## src/rtl/calc_seq_bcd.sv

```systemverilog
// calc_seq_bcd: sequential calculator. It captures two W-bit operands on a
// key press and computes add, subtract, multiply (shift-add) or divide
// (restoring division). The result goes through a sequential double-dabble
// converter and is shown on seven-segment digits with blanking, a minus
// sign and an error indication.
module calc_seq_bcd #(
    parameter int W      = 5,
    parameter int DIGITS = 4
) (
    input  logic                  CLOCK_50,
    input  logic                  RST_N,
    input  logic [2*W-1:0]        SW,
    input  logic [3:0]            KEY,
    output logic [2*W-1:0]        LEDR,
    output logic                  NEG,
    output logic                  ERR,
    output logic                  BUSY,
    output logic [7*DIGITS-1:0]   HEX
);
    localparam int RW = 2 * W;
    localparam int BW = 4 * DIGITS;
    localparam int CW = $clog2(RW + 1);

    localparam logic [6:0] SEG_BLANK = 7'b1111111;
    localparam logic [6:0] SEG_MINUS = 7'b0111111;
    localparam logic [6:0] SEG_E     = 7'b0000110;
    localparam logic [7*DIGITS-1:0] HEX_RESET = {{(DIGITS-1){7'b1111111}}, 7'b1000000};

    typedef enum logic [2:0] {
        S_IDLE = 3'd0, S_EXEC = 3'd1, S_MUL = 3'd2,
        S_DIV  = 3'd3, S_BCD  = 3'd4, S_LOAD = 3'd5
    } state_t;

    typedef enum logic [1:0] {
        OP_ADD = 2'd0, OP_SUB = 2'd1, OP_MUL = 2'd2, OP_DIV = 2'd3
    } op_t;

    function automatic logic [63:0] pow10(input int n);
        logic [63:0] p;
        p = 64'd1;
        for (int i = 0; i < n; i++) begin
            p = p * 64'd10;
        end
        return p;
    endfunction

    localparam logic [63:0] LIM_POS = pow10(DIGITS);
    localparam logic [63:0] LIM_NEG = pow10(DIGITS - 1);

    function automatic logic [6:0] seg7(input logic [3:0] d);
        case (d)
            4'd0:    return 7'b1000000;
            4'd1:    return 7'b1111001;
            4'd2:    return 7'b0100100;
            4'd3:    return 7'b0110000;
            4'd4:    return 7'b0011001;
            4'd5:    return 7'b0010010;
            4'd6:    return 7'b0000010;
            4'd7:    return 7'b1111000;
            4'd8:    return 7'b0000000;
            4'd9:    return 7'b0010000;
            default: return SEG_BLANK;
        endcase
    endfunction

    // One double-dabble step: add 3 to every BCD digit >= 5, then shift left.
    function automatic logic [BW+RW-1:0] dabble(input logic [BW+RW-1:0] v);
        logic [BW+RW-1:0] t;
        t = v;
        for (int d = 0; d < DIGITS; d++) begin
            if (t[RW+4*d +: 4] >= 4'd5) begin
                t[RW+4*d +: 4] = t[RW+4*d +: 4] + 4'd3;
            end else begin
                t[RW+4*d +: 4] = t[RW+4*d +: 4];
            end
        end
        return t << 1;
    endfunction

    logic [3:0]        key_meta_r, key_sync_r, key_prev_r;
    logic [3:0]        press_s;
    op_t               op_s, op_r;
    state_t            state_r, state_s;
    logic [W-1:0]      a_r, b_r, quo_r, rem_r;
    logic [RW-1:0]     mcand_r, r_r, bin_r;
    logic [BW-1:0]     bcd_r;
    logic [CW-1:0]     cnt_r;
    logic              neg_r, div0_r;
    logic [RW-1:0]     add_s, diff_s, prod_next_s;
    logic [W:0]        rem_shift_s, rem_diff_s;
    logic              div_ge_s;
    logic [W-1:0]      quo_next_s;
    logic [BW+RW-1:0]  dd_next_s;
    logic              it_last_s, bcd_last_s, ovf_s, err_s;
    logic [7*DIGITS-1:0] hex_s;
    int                msd_s;

    // A press is a high-to-low step on the synchronised key; flops reset low
    // so a key held through reset does not count as a press.
    assign press_s = key_prev_r & ~key_sync_r;

    // Two-flop key synchroniser plus edge-detect history.
    always_ff @(posedge CLOCK_50 or negedge RST_N) begin
        if (!RST_N) begin
            key_meta_r <= 4'b0000;
            key_sync_r <= 4'b0000;
            key_prev_r <= 4'b0000;
        end else begin
            key_meta_r <= KEY;
            key_sync_r <= key_meta_r;
            key_prev_r <= key_sync_r;
        end
    end

    // Opcode selection with fixed priority KEY0 > KEY1 > KEY2 > KEY3.
    always_comb begin
        op_s = OP_DIV;
        if (press_s[0]) begin
            op_s = OP_ADD;
        end else if (press_s[1]) begin
            op_s = OP_SUB;
        end else if (press_s[2]) begin
            op_s = OP_MUL;
        end else begin
            op_s = OP_DIV;
        end
    end

    assign add_s       = {{W{1'b0}}, a_r} + {{W{1'b0}}, b_r};
    assign diff_s      = (a_r >= b_r) ? {{W{1'b0}}, a_r - b_r} : {{W{1'b0}}, b_r - a_r};
    assign prod_next_s = r_r + (b_r[0] ? mcand_r : {RW{1'b0}});
    // Partial remainder stays below 2*B, so W+1 bits hold it and the
    // subtraction's top bit is the borrow.
    assign rem_shift_s = {rem_r, quo_r[W-1]};
    assign rem_diff_s  = rem_shift_s - {1'b0, b_r};
    assign div_ge_s    = ~rem_diff_s[W];
    assign quo_next_s  = {quo_r[W-2:0], div_ge_s};
    assign dd_next_s   = dabble({bcd_r, bin_r});
    assign it_last_s   = (cnt_r == CW'(W - 1));
    assign bcd_last_s  = (cnt_r == CW'(RW - 1));
    assign ovf_s       = ({{(64-RW){1'b0}}, r_r} >= LIM_POS) ||
                         (neg_r && ({{(64-RW){1'b0}}, r_r} >= LIM_NEG));
    assign err_s       = div0_r | ovf_s;

    // FSM state register.
    always_ff @(posedge CLOCK_50 or negedge RST_N) begin
        if (!RST_N) begin
            state_r <= S_IDLE;
        end else begin
            state_r <= state_s;
        end
    end

    // FSM next-state logic.
    always_comb begin
        state_s = state_r;
        case (state_r)
            S_IDLE: begin
                if (|press_s) state_s = S_EXEC;
                else          state_s = S_IDLE;
            end
            S_EXEC: begin
                case (op_r)
                    OP_ADD, OP_SUB: state_s = S_BCD;
                    OP_MUL:         state_s = S_MUL;
                    OP_DIV: begin
                        if (b_r == {W{1'b0}}) state_s = S_LOAD;
                        else                  state_s = S_DIV;
                    end
                    default:        state_s = S_IDLE;
                endcase
            end
            S_MUL: begin
                if (it_last_s) state_s = S_BCD;
                else           state_s = S_MUL;
            end
            S_DIV: begin
                if (it_last_s) state_s = S_BCD;
                else           state_s = S_DIV;
            end
            S_BCD: begin
                if (bcd_last_s) state_s = S_LOAD;
                else            state_s = S_BCD;
            end
            S_LOAD:  state_s = S_IDLE;
            default: state_s = S_IDLE;
        endcase
    end

    // Datapath: operand capture, arithmetic iterations and BCD conversion.
    always_ff @(posedge CLOCK_50 or negedge RST_N) begin
        if (!RST_N) begin
            a_r     <= {W{1'b0}};
            b_r     <= {W{1'b0}};
            op_r    <= OP_ADD;
            quo_r   <= {W{1'b0}};
            rem_r   <= {W{1'b0}};
            mcand_r <= {RW{1'b0}};
            r_r     <= {RW{1'b0}};
            bin_r   <= {RW{1'b0}};
            bcd_r   <= {BW{1'b0}};
            cnt_r   <= {CW{1'b0}};
            neg_r   <= 1'b0;
            div0_r  <= 1'b0;
        end else begin
            case (state_r)
                S_IDLE: begin
                    if (|press_s) begin
                        a_r  <= SW[2*W-1:W];
                        b_r  <= SW[W-1:0];
                        op_r <= op_s;
                    end
                end
                S_EXEC: begin
                    cnt_r  <= {CW{1'b0}};
                    bcd_r  <= {BW{1'b0}};
                    neg_r  <= 1'b0;
                    div0_r <= 1'b0;
                    case (op_r)
                        OP_ADD: begin
                            r_r   <= add_s;
                            bin_r <= add_s;
                        end
                        OP_SUB: begin
                            r_r   <= diff_s;
                            bin_r <= diff_s;
                            neg_r <= (a_r < b_r);
                        end
                        OP_MUL: begin
                            r_r     <= {RW{1'b0}};
                            mcand_r <= {{W{1'b0}}, a_r};
                        end
                        OP_DIV: begin
                            quo_r <= a_r;
                            rem_r <= {W{1'b0}};
                            if (b_r == {W{1'b0}}) begin
                                div0_r <= 1'b1;
                                r_r    <= {RW{1'b1}};
                            end
                        end
                        default: ;
                    endcase
                end
                S_MUL: begin
                    r_r     <= prod_next_s;
                    mcand_r <= mcand_r << 1;
                    b_r     <= b_r >> 1;
                    if (it_last_s) begin
                        bin_r <= prod_next_s;
                        cnt_r <= {CW{1'b0}};
                    end else begin
                        cnt_r <= cnt_r + CW'(1);
                    end
                end
                S_DIV: begin
                    quo_r <= quo_next_s;
                    rem_r <= div_ge_s ? rem_diff_s[W-1:0] : rem_shift_s[W-1:0];
                    if (it_last_s) begin
                        r_r   <= {{W{1'b0}}, quo_next_s};
                        bin_r <= {{W{1'b0}}, quo_next_s};
                        cnt_r <= {CW{1'b0}};
                    end else begin
                        cnt_r <= cnt_r + CW'(1);
                    end
                end
                S_BCD: begin
                    {bcd_r, bin_r} <= dd_next_s;
                    cnt_r          <= cnt_r + CW'(1);
                end
                default: ;
            endcase
        end
    end

    // Seven-segment image of the finished BCD value, sign and error.
    always_comb begin
        hex_s = {(7*DIGITS){1'b1}};
        msd_s = 0;
        for (int i = 1; i < DIGITS; i++) begin
            if (bcd_r[4*i +: 4] != 4'd0) msd_s = i;
            else                         msd_s = msd_s;
        end
        for (int i = 0; i < DIGITS; i++) begin
            if (err_s) begin
                hex_s[7*i +: 7] = (i == 0) ? SEG_E : SEG_BLANK;
            end else if (i <= msd_s) begin
                hex_s[7*i +: 7] = seg7(bcd_r[4*i +: 4]);
            end else if (neg_r && (i == msd_s + 1)) begin
                hex_s[7*i +: 7] = SEG_MINUS;
            end else begin
                hex_s[7*i +: 7] = SEG_BLANK;
            end
        end
    end

    // Registered outputs: BUSY follows capture/LOAD; results change only in LOAD.
    always_ff @(posedge CLOCK_50 or negedge RST_N) begin
        if (!RST_N) begin
            LEDR <= {RW{1'b0}};
            NEG  <= 1'b0;
            ERR  <= 1'b0;
            BUSY <= 1'b0;
            HEX  <= HEX_RESET;
        end else if ((state_r == S_IDLE) && (|press_s)) begin
            BUSY <= 1'b1;
        end else if (state_r == S_LOAD) begin
            BUSY <= 1'b0;
            LEDR <= r_r;
            NEG  <= neg_r;
            ERR  <= err_s;
            HEX  <= hex_s;
        end else begin
            BUSY <= BUSY;
        end
    end

endmodule
```

## config.mk

```make
export PLATFORM = sky130hd
export DESIGN_NAME = calc_seq_bcd
export DESIGN_NICKNAME = d
export VERILOG_FILES = /design/src/rtl/calc_seq_bcd.sv
export SDC_FILE = /design/constraint.sdc
export NUM_CORES = 1
export LEC_CHECK = 0
export CAP_MARGIN = 15
export CORE_ASPECT_RATIO = 0.7
export CORE_MARGIN = 2
export CORE_UTILIZATION = 25
export CTS_CLUSTER_DIAMETER = 30
export DETAILED_ROUTE_END_ITERATION = 10
export PLACE_DENSITY = 0.42
export SLEW_MARGIN = 20
export SYNTH_ARGS = -nofsm -noshare
export SYNTH_HDL_FRONTEND = slang
export SYNTH_SLANG_ARGS = --single-unit
```

## constraint.sdc

```tcl
create_clock -name CLOCK_50 -period 2.66 [get_ports CLOCK_50]
set_clock_uncertainty 0.2 [all_clocks]
set_input_delay 0.266 -clock CLOCK_50 [delete_from_list [all_inputs] [get_ports CLOCK_50]]
set_output_delay 0.266 -clock CLOCK_50 [all_outputs]
set_load 0.1 [all_outputs]
```

==> impl_metrics.yaml <==
critical_path:
  worstSetupEndpoint: "bin_r[8]"
  worstRegToRegCells: 9
  worst_setup_path_end_kind: "register"
  worstPathArrival_ps: 2700
  r2r_slack_ps: 80
  cp.required_ps: 2770
  r2r_start: "b_r[0]"
  crit_start: "b_r[0]"
  cp_max_fo: 3
  r2r-end: "bin_r[8]"
  crit_path_start_kind: "register"
  path_class: "reg -> reg"
layout:
  fin_cells: 1396
  most-common-layout-cells: "nand2_1, dfrtp_1, buf_4"
  final_common_cell: "nand2_1"
  fin_area_mm2: 0.009737
  multi_input_area_mm2: 0.004218
  area_growth_pct: 24.79
  ff_latch_area_mm2: 0.003284
  fin_nets: 1037
  drive_above_1_share: 0.1916
  antenna_cells: 0
  fillCellCount: 3337
detailed_routing:
  post_drt_wl_per_cell_um: 17.41
  vias: 6662
  vias_per_cell: 4.772
  drt_iter0_markers: 419
  route.detailed.drc: 0
  wl_um: 24310
  firstDrtPassIters: 5
  antenna_left: 0
floorplan:
  ios: 57
  std_cell_rows: 54
  start_util: 0.2521
  dieArea_mm2: 0.03266
  die_w_um: 215.2
  core_area_mm2: 0.03094
  die_h_um: 151.8
synth:
  ys_seq_area_frac: 0.4205
  synth_compound_area_frac: 0.2266
  ys_warn_count: 0
  synth_fa_ha_area_frac: 0.09782
  syn-num-nets: 944
  synth.area.mux_share: 0.02229
  yosys.area_share.simple: 0.1673
  synth.avg_cell_area_um2: 8.968
  synth_top_family_by_area: "compound AO/OA/AOI/OAI gates"
  async_flop_share: 1.000
  ys_ff_latch: 130
  ys.flop_type: "dfrtp_1"
  synthCells: 870
  synth-xor-area-share: 0.01684
  netlist_area_mm2: 0.007802
  synth.distinct_cells: 69
  synth_edf_count: 0
global_routing:
  grt_usage: 0.1553
  grt_pass1_vias: 6545
  grt_max_degree: 53
  antenna_found_initial: 0
  grt_pass1_wl_um: 39420
  grt_overflow: 0
cts:
  cts-htree-levels: 4
  clock_path_buffers: 2
  cts_tree: "yes"
  cts_made_buffers: 17
  clk_latency_ps: 440
  cts-root-buf: "clkbuf_16"
  cts.clk_slew.worst_paths_ps: 60
  cts_num_sinks: 130
sta:
  period_needed_ps: 2584
  rsz0062_at_grt: "yes"
  slew_violations: 0
  setup_viol: 0
  worstMarginPinSlew_ps: 676.8
  hold_viol: 0
  setup_ws_ps: 75.67
  relSlewSlack: 0.5441
  finalCritPeriodShare: 0.9716
  max_freq_mhz: 386.9
job:
  cap_violations: 0
min_path:
  worstHoldPathType: "in -> reg"
placement:
  pre_cts_slack_ps: -19.04
  place_area_mm2: 0.009026
  dp_cells: 1357
  io_buffers: 56
  dpl.hpwl_um: 17920
  globalplace.congestion: 0.8607
status:
  status: "complete, no violations"
## worst max-delay path, cell delays in order, from the launching register on
cell	delay (ps)
dfrtp_1	400
and2_4	150
ha_4	160
fa_2	350
and3_4	180
o21a_1	180
o21a_1	190
o32ai_2	230
mux2i_1	300
o21ai_1	120
## cell usage after synthesis, types with 9 or more instances
cell type  number  area share
nand2_1       112       0.054
dfrtp_1       108        0.35
nor2_1         88       0.042
o21ai_0        73       0.047
a21oi_1        64       0.041
ha_1           53       0.085
inv_1          45       0.022
clkbuf_1       30       0.014
dfstp_2        22       0.074
a31oi_1        16       0.013
mux2i_1        14       0.018
nand2b_1       14       0.011
and2_1         12      0.0096
nor3_1         12      0.0077
o22a_1         12       0.013
xnor2_1        12       0.013
nand3_1        11      0.0071
o21a_1         11       0.011
a221o_1         9       0.012
a22o_1          9       0.010
nor2b_1         9      0.0072
o211ai_1        9      0.0087
## per-stage QoR
stage | hold slack (ps) | setup TNS, ps | utilization
detailed placement | 80.74 | -20.52 | 0.2917
global route | 70.52 | -142.6 | 0.3147
global placement | 77.48 | -105.7 | 0.2917
CTS | 70.94 | 0 | 0.3113
finish | 83.56 | 0 | 0.3147
floorplan | -229.6 | 0 | -
## repair_timing
action / CTS / global route
setup buffers: 0 / 6
pin swaps: 0 / 3
endpoints found under the setup margin: 5 / 12
endpoints found under the hold margin: 48 / 0
resized for setup: 4 / 13
hold buffers: 1 / 0
## logic make-up after synthesis
kind of cell | after synthesis
AOI/OAI and AO/OA | 271
muxes | 17
xor gates and xnor gates | 15
DFF | 130
buffers and inverters | 91
and+or+nand+nor | 288
adders and majority gates | 58
## final cells by class
cell class	instances	share of cell area
inverter	47	0.01812
clock inverter	13	0.01401
multi-input combinational	649	0.4332
clock buffer	19	0.04652
sequential	130	0.3373
tap	420	0.05397
timing repair buffer	118	0.09689
## worst min path at each step
stage	slack, ps	from	endpoint	depth (start not counted)
3_3_place_gp	80	RST_N	ERR	1
2_1_floorplan	-230	RST_N	BUSY	0
6_report	80	KEY[1]	key_meta_r[1]	1
5_1_grt	70	KEY[1]	key_meta_r[1]	1
4_1_cts	70	KEY[1]	key_meta_r[1]	1
3_5_place_dp	80	RST_N	HEX[2]	1
## metal layers
layer	part of all wire	vias to the layer above	track usage	wire length (um)
met5	0	-	0	0
met3	0.044	23	0.03764	1061
met4	0.012	0	0.04105	280
li1	-	3285	-	-
met2	0.38	121	0.1972	9206
met1	0.57	3233	0.2519	13760
## registers in the layout (all words and copies together), names as in the netlist, 3 cells and up
name,flops
b_r,5
HEX,28
bin_r,10
key_prev_r,4
cnt_r,4
mcand_r,10
key_meta_r,4
a_r,5
bcd_r,16
key_sync_r,4
rem_r,5
quo_r,5
r_r,10
state_r,3
LEDR,10
Power is left out: the tool's default activity adds up to more than one toggle a clock period on the data nets, which glitch-free logic cannot reach.
